File: src/rtl/axi4lite_xbar_pkg.sv
// Shared constants for the AXI4-Lite 1-to-N crossbar.
//   RESP_OKAY / RESP_DECERR : AXI response codes used by the crossbar itself.
//   R_* / W_*               : state encodings for the read and write FSMs.
package axi4lite_xbar_pkg;

    localparam logic [1:0] RESP_OKAY   = 2'b00;
    localparam logic [1:0] RESP_DECERR = 2'b11;

    // Read FSM encodings
    localparam logic [1:0] R_IDLE = 2'd0;
    localparam logic [1:0] R_ADDR = 2'd1;
    localparam logic [1:0] R_DATA = 2'd2;
    localparam logic [1:0] R_ERR  = 2'd3;

    // Write FSM encodings
    localparam logic [2:0] W_IDLE  = 3'd0;
    localparam logic [2:0] W_FWD   = 3'd1;
    localparam logic [2:0] W_RESP  = 3'd2;
    localparam logic [2:0] W_ERR_W = 3'd3;
    localparam logic [2:0] W_ERR_B = 3'd4;

endpackage

File: src/rtl/axi4lite_addr_decode.sv
// Combinational address decoder for the AXI4-Lite crossbar.
// Ports:
//   addr : address to decode (ADDR_WIDTH)
//   hit  : one-hot target slave; lowest matching index wins (NUM_SLAVES)
//   err  : no slave matched, access is a decode error
module axi4lite_addr_decode
    import axi4lite_xbar_pkg::*;
#(
    parameter int ADDR_WIDTH = 32,
    parameter int NUM_SLAVES = 3,
    parameter logic [NUM_SLAVES*ADDR_WIDTH-1:0] SLV_BASE =
        {32'h8000_0000, 32'ha000_0048, 32'ha000_03f8},
    parameter logic [NUM_SLAVES*ADDR_WIDTH-1:0] SLV_MASK =
        {32'hf800_0000, 32'hffff_fff8, 32'hffff_fffc}
) (
    input  logic [ADDR_WIDTH-1:0] addr,
    output logic [NUM_SLAVES-1:0] hit,
    output logic                  err
);

    // Scan from the highest index down so a lower matching index overwrites
    // any higher one, giving lowest-index priority with a one-hot result.
    always_comb begin
        hit = '0;
        for (int i = NUM_SLAVES - 1; i >= 0; i--) begin
            if ((addr & SLV_MASK[i*ADDR_WIDTH +: ADDR_WIDTH]) ==
                SLV_BASE[i*ADDR_WIDTH +: ADDR_WIDTH]) begin
                hit    = '0;
                hit[i] = 1'b1;
            end
        end
        err = (hit == '0);
    end

endmodule

File: src/rtl/axi4lite_xbar_nslv.sv
// AXI4-Lite crossbar: one master port fanned out to NUM_SLAVES slave ports.
// Independent read and write FSMs, one outstanding transaction per direction.
// Unmapped addresses are answered locally with DECERR.
// Ports:
//   clk, rst                 : clock, asynchronous active-high reset
//   ar*/r*                   : master read address / read data channels
//   aw*/w*/b*                : master write address / data / response channels
//   slv_*                    : slave-side mirrors, slave i at [i*W +: W]
module axi4lite_xbar_nslv
    import axi4lite_xbar_pkg::*;
#(
    parameter int ADDR_WIDTH = 32,
    parameter int DATA_WIDTH = 32,
    parameter int NUM_SLAVES = 3,
    parameter logic [NUM_SLAVES*ADDR_WIDTH-1:0] SLV_BASE =
        {32'h8000_0000, 32'ha000_0048, 32'ha000_03f8},
    parameter logic [NUM_SLAVES*ADDR_WIDTH-1:0] SLV_MASK =
        {32'hf800_0000, 32'hffff_fff8, 32'hffff_fffc}
) (
    input  logic                             clk,
    input  logic                             rst,
    // master side
    input  logic                             arvalid,
    input  logic [ADDR_WIDTH-1:0]            araddr,
    output logic                             arready,
    output logic                             rvalid,
    output logic [DATA_WIDTH-1:0]            rdata,
    output logic [1:0]                       rresp,
    input  logic                             rready,
    input  logic                             awvalid,
    input  logic [ADDR_WIDTH-1:0]            awaddr,
    output logic                             awready,
    input  logic                             wvalid,
    input  logic [DATA_WIDTH-1:0]            wdata,
    input  logic [DATA_WIDTH/8-1:0]          wstrb,
    output logic                             wready,
    output logic                             bvalid,
    output logic [1:0]                       bresp,
    input  logic                             bready,
    // slave side
    output logic [NUM_SLAVES-1:0]              slv_arvalid,
    output logic [NUM_SLAVES*ADDR_WIDTH-1:0]   slv_araddr,
    input  logic [NUM_SLAVES-1:0]              slv_arready,
    input  logic [NUM_SLAVES-1:0]              slv_rvalid,
    input  logic [NUM_SLAVES*DATA_WIDTH-1:0]   slv_rdata,
    input  logic [NUM_SLAVES*2-1:0]            slv_rresp,
    output logic [NUM_SLAVES-1:0]              slv_rready,
    output logic [NUM_SLAVES-1:0]              slv_awvalid,
    output logic [NUM_SLAVES*ADDR_WIDTH-1:0]   slv_awaddr,
    input  logic [NUM_SLAVES-1:0]              slv_awready,
    output logic [NUM_SLAVES-1:0]              slv_wvalid,
    output logic [NUM_SLAVES*DATA_WIDTH-1:0]   slv_wdata,
    output logic [NUM_SLAVES*DATA_WIDTH/8-1:0] slv_wstrb,
    input  logic [NUM_SLAVES-1:0]              slv_wready,
    input  logic [NUM_SLAVES-1:0]              slv_bvalid,
    input  logic [NUM_SLAVES*2-1:0]            slv_bresp,
    output logic [NUM_SLAVES-1:0]              slv_bready
);

    localparam int STRB_W = DATA_WIDTH / 8;

    logic [NUM_SLAVES-1:0] ar_hit, aw_hit;
    logic                  ar_err, aw_err;

    // Target is held one-hot so it can directly gate slave-side valid/ready.
    logic [1:0]            r_state_q, r_state_d;
    logic [ADDR_WIDTH-1:0] r_addr_q,  r_addr_d;
    logic [NUM_SLAVES-1:0] r_tgt_q,   r_tgt_d;

    logic [2:0]            w_state_q, w_state_d;
    logic [ADDR_WIDTH-1:0] w_addr_q,  w_addr_d;
    logic [NUM_SLAVES-1:0] w_tgt_q,   w_tgt_d;
    logic                  aw_done_q, aw_done_d;
    logic                  w_done_q,  w_done_d;
    logic                  aw_hs, w_hs;

    axi4lite_addr_decode #(
        .ADDR_WIDTH (ADDR_WIDTH),
        .NUM_SLAVES (NUM_SLAVES),
        .SLV_BASE   (SLV_BASE),
        .SLV_MASK   (SLV_MASK)
    ) u_ar_decode (
        .addr (araddr),
        .hit  (ar_hit),
        .err  (ar_err)
    );

    axi4lite_addr_decode #(
        .ADDR_WIDTH (ADDR_WIDTH),
        .NUM_SLAVES (NUM_SLAVES),
        .SLV_BASE   (SLV_BASE),
        .SLV_MASK   (SLV_MASK)
    ) u_aw_decode (
        .addr (awaddr),
        .hit  (aw_hit),
        .err  (aw_err)
    );

    // Read path
    always_comb begin
        r_state_d   = r_state_q;
        r_addr_d    = r_addr_q;
        r_tgt_d     = r_tgt_q;
        arready     = 1'b0;
        rvalid      = 1'b0;
        rdata       = '0;
        rresp       = '0;
        slv_arvalid = '0;
        slv_araddr  = '0;
        slv_rready  = '0;
        case (r_state_q)
            R_IDLE: begin
                // The state register is already idle during reset; gating with
                // rst keeps arready low until reset is released.
                arready = !rst;
                if (arvalid && !rst) begin
                    r_addr_d  = araddr;
                    r_tgt_d   = ar_hit;
                    r_state_d = ar_err ? R_ERR : R_ADDR;
                end
            end
            R_ADDR: begin
                slv_arvalid = r_tgt_q;
                for (int i = 0; i < NUM_SLAVES; i++) begin
                    if (r_tgt_q[i]) begin
                        slv_araddr[i*ADDR_WIDTH +: ADDR_WIDTH] = r_addr_q;
                    end
                end
                if ((slv_arready & r_tgt_q) != '0) begin
                    r_state_d = R_DATA;
                end
            end
            R_DATA: begin
                slv_rready = r_tgt_q & {NUM_SLAVES{rready}};
                for (int i = 0; i < NUM_SLAVES; i++) begin
                    if (r_tgt_q[i]) begin
                        rvalid = rvalid | slv_rvalid[i];
                        rdata  = rdata  | slv_rdata[i*DATA_WIDTH +: DATA_WIDTH];
                        rresp  = rresp  | slv_rresp[i*2 +: 2];
                    end
                end
                if (rvalid && rready) begin
                    r_state_d = R_IDLE;
                end
            end
            R_ERR: begin
                rvalid = 1'b1;
                rresp  = RESP_DECERR;
                if (rready) begin
                    r_state_d = R_IDLE;
                end
            end
            default: r_state_d = R_IDLE;
        endcase
    end

    // Write path
    always_comb begin
        w_state_d   = w_state_q;
        w_addr_d    = w_addr_q;
        w_tgt_d     = w_tgt_q;
        aw_done_d   = aw_done_q;
        w_done_d    = w_done_q;
        aw_hs       = 1'b0;
        w_hs        = 1'b0;
        awready     = 1'b0;
        wready      = 1'b0;
        bvalid      = 1'b0;
        bresp       = '0;
        slv_awvalid = '0;
        slv_awaddr  = '0;
        slv_wvalid  = '0;
        slv_wdata   = '0;
        slv_wstrb   = '0;
        slv_bready  = '0;
        case (w_state_q)
            W_IDLE: begin
                awready = !rst;
                if (awvalid && !rst) begin
                    w_addr_d  = awaddr;
                    w_tgt_d   = aw_hit;
                    w_state_d = aw_err ? W_ERR_W : W_FWD;
                end
            end
            W_FWD: begin
                // AW and W are forwarded independently; each one stops being
                // presented to the slave once its own handshake has happened.
                for (int i = 0; i < NUM_SLAVES; i++) begin
                    if (w_tgt_q[i]) begin
                        if (!aw_done_q) begin
                            slv_awvalid[i] = 1'b1;
                            slv_awaddr[i*ADDR_WIDTH +: ADDR_WIDTH] = w_addr_q;
                        end
                        if (!w_done_q) begin
                            slv_wvalid[i] = wvalid;
                            slv_wdata[i*DATA_WIDTH +: DATA_WIDTH] = wdata;
                            slv_wstrb[i*STRB_W +: STRB_W] = wstrb;
                            wready = slv_wready[i];
                        end
                    end
                end
                aw_hs     = !aw_done_q && ((slv_awready & w_tgt_q) != '0);
                w_hs      = wvalid && wready;
                aw_done_d = aw_done_q || aw_hs;
                w_done_d  = w_done_q || w_hs;
                if (aw_done_d && w_done_d) begin
                    w_state_d = W_RESP;
                end
            end
            W_RESP: begin
                slv_bready = w_tgt_q & {NUM_SLAVES{bready}};
                for (int i = 0; i < NUM_SLAVES; i++) begin
                    if (w_tgt_q[i]) begin
                        bvalid = bvalid | slv_bvalid[i];
                        bresp  = bresp  | slv_bresp[i*2 +: 2];
                    end
                end
                if (bvalid && bready) begin
                    aw_done_d = 1'b0;
                    w_done_d  = 1'b0;
                    w_state_d = W_IDLE;
                end
            end
            W_ERR_W: begin
                // Swallow the single data beat of the unmapped write.
                wready = 1'b1;
                if (wvalid) begin
                    w_state_d = W_ERR_B;
                end
            end
            W_ERR_B: begin
                bvalid = 1'b1;
                bresp  = RESP_DECERR;
                if (bready) begin
                    w_state_d = W_IDLE;
                end
            end
            default: w_state_d = W_IDLE;
        endcase
    end

    always_ff @(posedge clk or posedge rst) begin
        if (rst) begin
            r_state_q <= R_IDLE;
            r_addr_q  <= '0;
            r_tgt_q   <= '0;
            w_state_q <= W_IDLE;
            w_addr_q  <= '0;
            w_tgt_q   <= '0;
            aw_done_q <= 1'b0;
            w_done_q  <= 1'b0;
        end else begin
            r_state_q <= r_state_d;
            r_addr_q  <= r_addr_d;
            r_tgt_q   <= r_tgt_d;
            w_state_q <= w_state_d;
            w_addr_q  <= w_addr_d;
            w_tgt_q   <= w_tgt_d;
            aw_done_q <= aw_done_d;
            w_done_q  <= w_done_d;
        end
    end

endmodule

File: config.mk
export PLATFORM = sky130hd
export DESIGN_NAME = axi4lite_xbar_nslv
export DESIGN_NICKNAME = d
export VERILOG_FILES = /design/src/rtl/axi4lite_xbar_pkg.sv /design/src/rtl/axi4lite_addr_decode.sv /design/src/rtl/axi4lite_xbar_nslv.sv
export SDC_FILE = /design/constraint.sdc
export NUM_CORES = 1
export LEC_CHECK = 0
export ABC_AREA = 1
export CAP_MARGIN = 20
export CORE_AREA = 2 2 227 229
export DETAILED_ROUTE_END_ITERATION = 8
export DIE_AREA = 0 0 229 231
export GPL_ROUTABILITY_DRIVEN = 1
export HOLD_SLACK_MARGIN = 0.06
export PLACE_DENSITY_LB_ADDON = 0.08
export SLEW_MARGIN = 20
export SYNTH_ARGS = -nofsm -noshare
export SYNTH_HDL_FRONTEND = slang
export SYNTH_SLANG_ARGS = --single-unit
File: constraint.sdc
create_clock -name clk -period 8.95 [get_ports clk]
set_input_delay 2.685 -clock clk [delete_from_list [all_inputs] [get_ports clk]]
set_output_delay 2.685 -clock clk [all_outputs]
set_load 0.1 [all_outputs]
==> impl_metrics.json <==
{
  "place_inst": 2341,
  "overflow": 0,
  "post_route_cells_drive_above_1_share_pct": 2.86,
  "count_of_max_cap_constraint_violations": 0,
  "cellLeakagePower_uw": 0.00566,
  "post_synth_and_or_nand_nor_area_fraction_pct": 47.0,
  "layout.cells.non_filler": 2359,
  "grt_first_pass_wirelength_mm": 57.6,
  "reg2reg_from": "r_state_q[1]",
  "cts-buffers-inserted": 9,
  "total_of_endpoints_with_negative_setup_slack_in_the_final_report": 0,
  "antenna_violating_nets_post_route": 0,
  "detail_route.wirelength_mm": 39.8,
  "netlist_instances": 1132,
  "peakVddDrop_mv": 0.0929,
  "grt_pass1_vias": 8801,
  "wire_per_inst_um": 16.9,
  "floorplan.initialDensity_pct": 12.3,
  "dp_hpwl_mm": 32.2,
  "synthesized_cell_area_mm2": 0.00622,
  "grt_antenna_before_repair": 7,
  "max_freq_mhz": 134,
  "synth_xor_area_share_pct": 0,
  "layout.cells.most_common": "sky130_fd_sc_hd__clkdlybuf4s50_1",
  "clkSlewWorstSetupHoldPaths_ps": 60,
  "worstSetupEndpointType": "primary output",
  "drt_pass1_iterations": 5,
  "htree_num_levels": 3,
  "floorplan.io_pins": 586,
  "worst_setup_skew_after_layout_ps": 7.53,
  "cp_max_fo": 2,
  "compound_gate_portion_of_the_synthesized_area_pct": 7.10,
  "area_growth_syn_to_layout_pct": 109,
  "min_path_cells": 2,
  "final_cell_mix": "sky130_fd_sc_hd__clkdlybuf4s50_1 (585), sky130_fd_sc_hd__nor2_1 (357), sky130_fd_sc_hd__nand2_1 (298), sky130_fd_sc_hd__inv_1 (153), sky130_fd_sc_hd__dfrtp_1 (77)",
  "worst_hold_startpoint": "r_addr_q[12]",
  "timing.critical_path.from": "slv_rvalid[2]",
  "yosys.area_share.adder_pct": 0,
  "maximum_number_of_pins_on_one_net_before_global_route_repair": 72,
  "timing.critical_path.from_type": "input port",
  "clock_latency_ps": 360,
  "cts_tree": "built",
  "final-hold-violation-count": 0,
  "die_w_um": 229,
  "via_count": 8853,
  "fillers": 5794,
  "synth_top_family_by_area": "simple AND/OR/NAND/NOR gates",
  "netlist.area_leader.share_pct": 31.0,
  "die_area_mm2": 0.0529,
  "final.hold.worst_slack_ps": 486,
  "synth_area_leader_cell": "sky130_fd_sc_hd__dfrtp_1",
  "worstMarginPinSlew_ps": 1070,
  "core_region_area_mm2": 0.0507,
  "setup_total_negative_slack_ps": 0,
  "cts_buffer_depth": 2,
  "cts.repair_timing.setup_buffer_count": 0,
  "vertical_die_dimension_um": 231,
  "synth-warning-count": 0,
  "cts_repair_resize_count": 0,
  "clkSinkCount": 77,
  "drt_first_iter_violations": 472,
  "cts_hold_buffers": 0,
  "port_buffers": 585,
  "final.min_clock_period_ps": 7440,
  "outcome": "completed",
  "worstPathArrival_ps": 4760,
  "cp.required_ps": 6270,
  "ys_seq_area_share_pct": 31.0,
  "worst_hold_path.endpoint": "r_addr_q[12]",
  "clockRootBuffer": "sky130_fd_sc_hd__clkbuf_16",
  "drt-vias-per-instance": 3.75,
  "r2r_end": "r_state_q[1]",
  "timing.hold.worst.class": "register to register",
  "number_of_placement_rows": 83,
  "worst_r2r_path_depth": 6,
  "gp_routability_congestion": 0.868,
  "pwr_density_cell_mw_per_mm2": 165,
  "dpl_ws_ps": 1490,
  "synth_fp_nets": 1362,
  "finalCritPeriodShare_pct": 83.2,
  "slew_headroom_pct": 28.7,
  "final_max_slew_viol_count": 0,
  "synth.mux.area_fraction_pct": 0,
  "worst-setup-path-type": "input port to primary output",
  "post-route-drc-count": 0,
  "grt_setup_unrepaired": "no",
  "synth.top_cells.by_area": "sky130_fd_sc_hd__dfrtp_1 (31%), sky130_fd_sc_hd__nor2_1 (22%), sky130_fd_sc_hd__nand2_1 (18%), sky130_fd_sc_hd__inv_1 (9.3%), sky130_fd_sc_hd__nand3_1 (4.3%)",
  "grt_usage_pct": 14.3,
  "utilization_pct": 25.6,
  "avg_inst_size_synth_um2": 5.50,
  "number_of_synthesized_register_bits": 77,
  "num-nets-final": 1902,
  "post_synth_num_cell_types": 24,
  "timing.final.ws_setup_ps": 1510,
  "reg2reg_slack_ps": 6950
}
==> state kept, by name (all words and copies together), names as in the netlist <==
register,cells
aw_done_q,1
r_addr_q,32
r_state_q,2
r_tgt_q,3
w_addr_q,32
w_done_q,1
w_state_q,3
w_tgt_q,3
==> power breakdown <==
part           internal, µW  switching (µW)  total, µW
clock                   196             162        358
combinational           314             885       1200
sequential              503            82.5        585
total                  1010            1130       2140
==> cells in the mapped netlist <==
| master | instances |
|---|---|
| sky130_fd_sc_hd__o21ai_0 | 37 |
| sky130_fd_sc_hd__o21a_1 | 1 |
| sky130_fd_sc_hd__nor3_1 | 10 |
| sky130_fd_sc_hd__nand3_1 | 54 |
| sky130_fd_sc_hd__nor2_2 | 5 |
| sky130_fd_sc_hd__buf_1 | 5 |
| sky130_fd_sc_hd__nand4_1 | 7 |
| sky130_fd_sc_hd__nor2_4 | 3 |
| sky130_fd_sc_hd__nand2_1 | 299 |
| sky130_fd_sc_hd__or2_0 | 1 |
| sky130_fd_sc_hd__buf_2 | 14 |
| sky130_fd_sc_hd__nor3_2 | 1 |
| sky130_fd_sc_hd__clkbuf_2 | 1 |
| sky130_fd_sc_hd__clkbuf_1 | 32 |
| sky130_fd_sc_hd__buf_4 | 12 |
| sky130_fd_sc_hd__inv_2 | 12 |
| sky130_fd_sc_hd__nor3_4 | 1 |
| sky130_fd_sc_hd__nor2_1 | 358 |
| sky130_fd_sc_hd__a21oi_1 | 18 |
| sky130_fd_sc_hd__o21ai_1 | 27 |
| sky130_fd_sc_hd__a221oi_1 | 2 |
| sky130_fd_sc_hd__inv_1 | 154 |
| sky130_fd_sc_hd__dfrtp_1 | 77 |
| sky130_fd_sc_hd__o22ai_1 | 1 |
==> layer usage <==
layer / GRT usage (%) / share of wire (%)
met2: 26.1 / 52
met4: 3.02 / 1.2
met5: 0 / 0.13
met1: 16.3 / 40
met3: 4.48 / 7.0
==> cell type report <==
class                           instances  area [µm²]  area share (%)
Timing Repair Buffer                  593        5920            45.6
Multi-Input combinational cell        825        3380            26.0
Sequential cell                        77        1930            14.8
Tap cell                              680         851            6.55
Inverter                              166         626            4.82
Clock buffer                           11         243            1.87
Clock inverter                          5        33.8           0.260
Antenna cell                            2        5.00          0.0386
==> how the worst max path moves through the flow <==
stage / to / slack, ps
floorplan: slv_bready[0] / 1450
global placement: rvalid / 1510
detailed placement: arready / 1490
CTS: arready / 1480
global route: rvalid / 1460
finish: rvalid / 1510
==> through the flow <==
stage / instance area [µm²] / power [µW]
2_1_floorplan: 6220 / 1390
3_3_place_gp: 12700 / 1810
3_5_place_dp: 12700 / 1820
4_1_cts: 13000 / 2200
5_1_grt: 13000 / 2310
6_report: 13000 / 2140
==> critical path, stage by stage <==
cell                              delay [ps]
sky130_fd_sc_hd__clkdlybuf4s50_1         460
sky130_fd_sc_hd__nand2_1                  50
sky130_fd_sc_hd__nand2_1                 140
sky130_fd_sc_hd__a21oi_1                  90
sky130_fd_sc_hd__a21oi_1                 180
sky130_fd_sc_hd__clkdlybuf4s50_1        1150
==> logic make-up (layout without fill, tap and decap cells) <==
group / after synthesis / in the layout
simple gates: 739 / 739
flops: 77 / 77
other cells: 0 / 2
compound gates: 86 / 86
buf+inv: 230 / 775
Note: power is estimated with default switching activity, not from simulation.
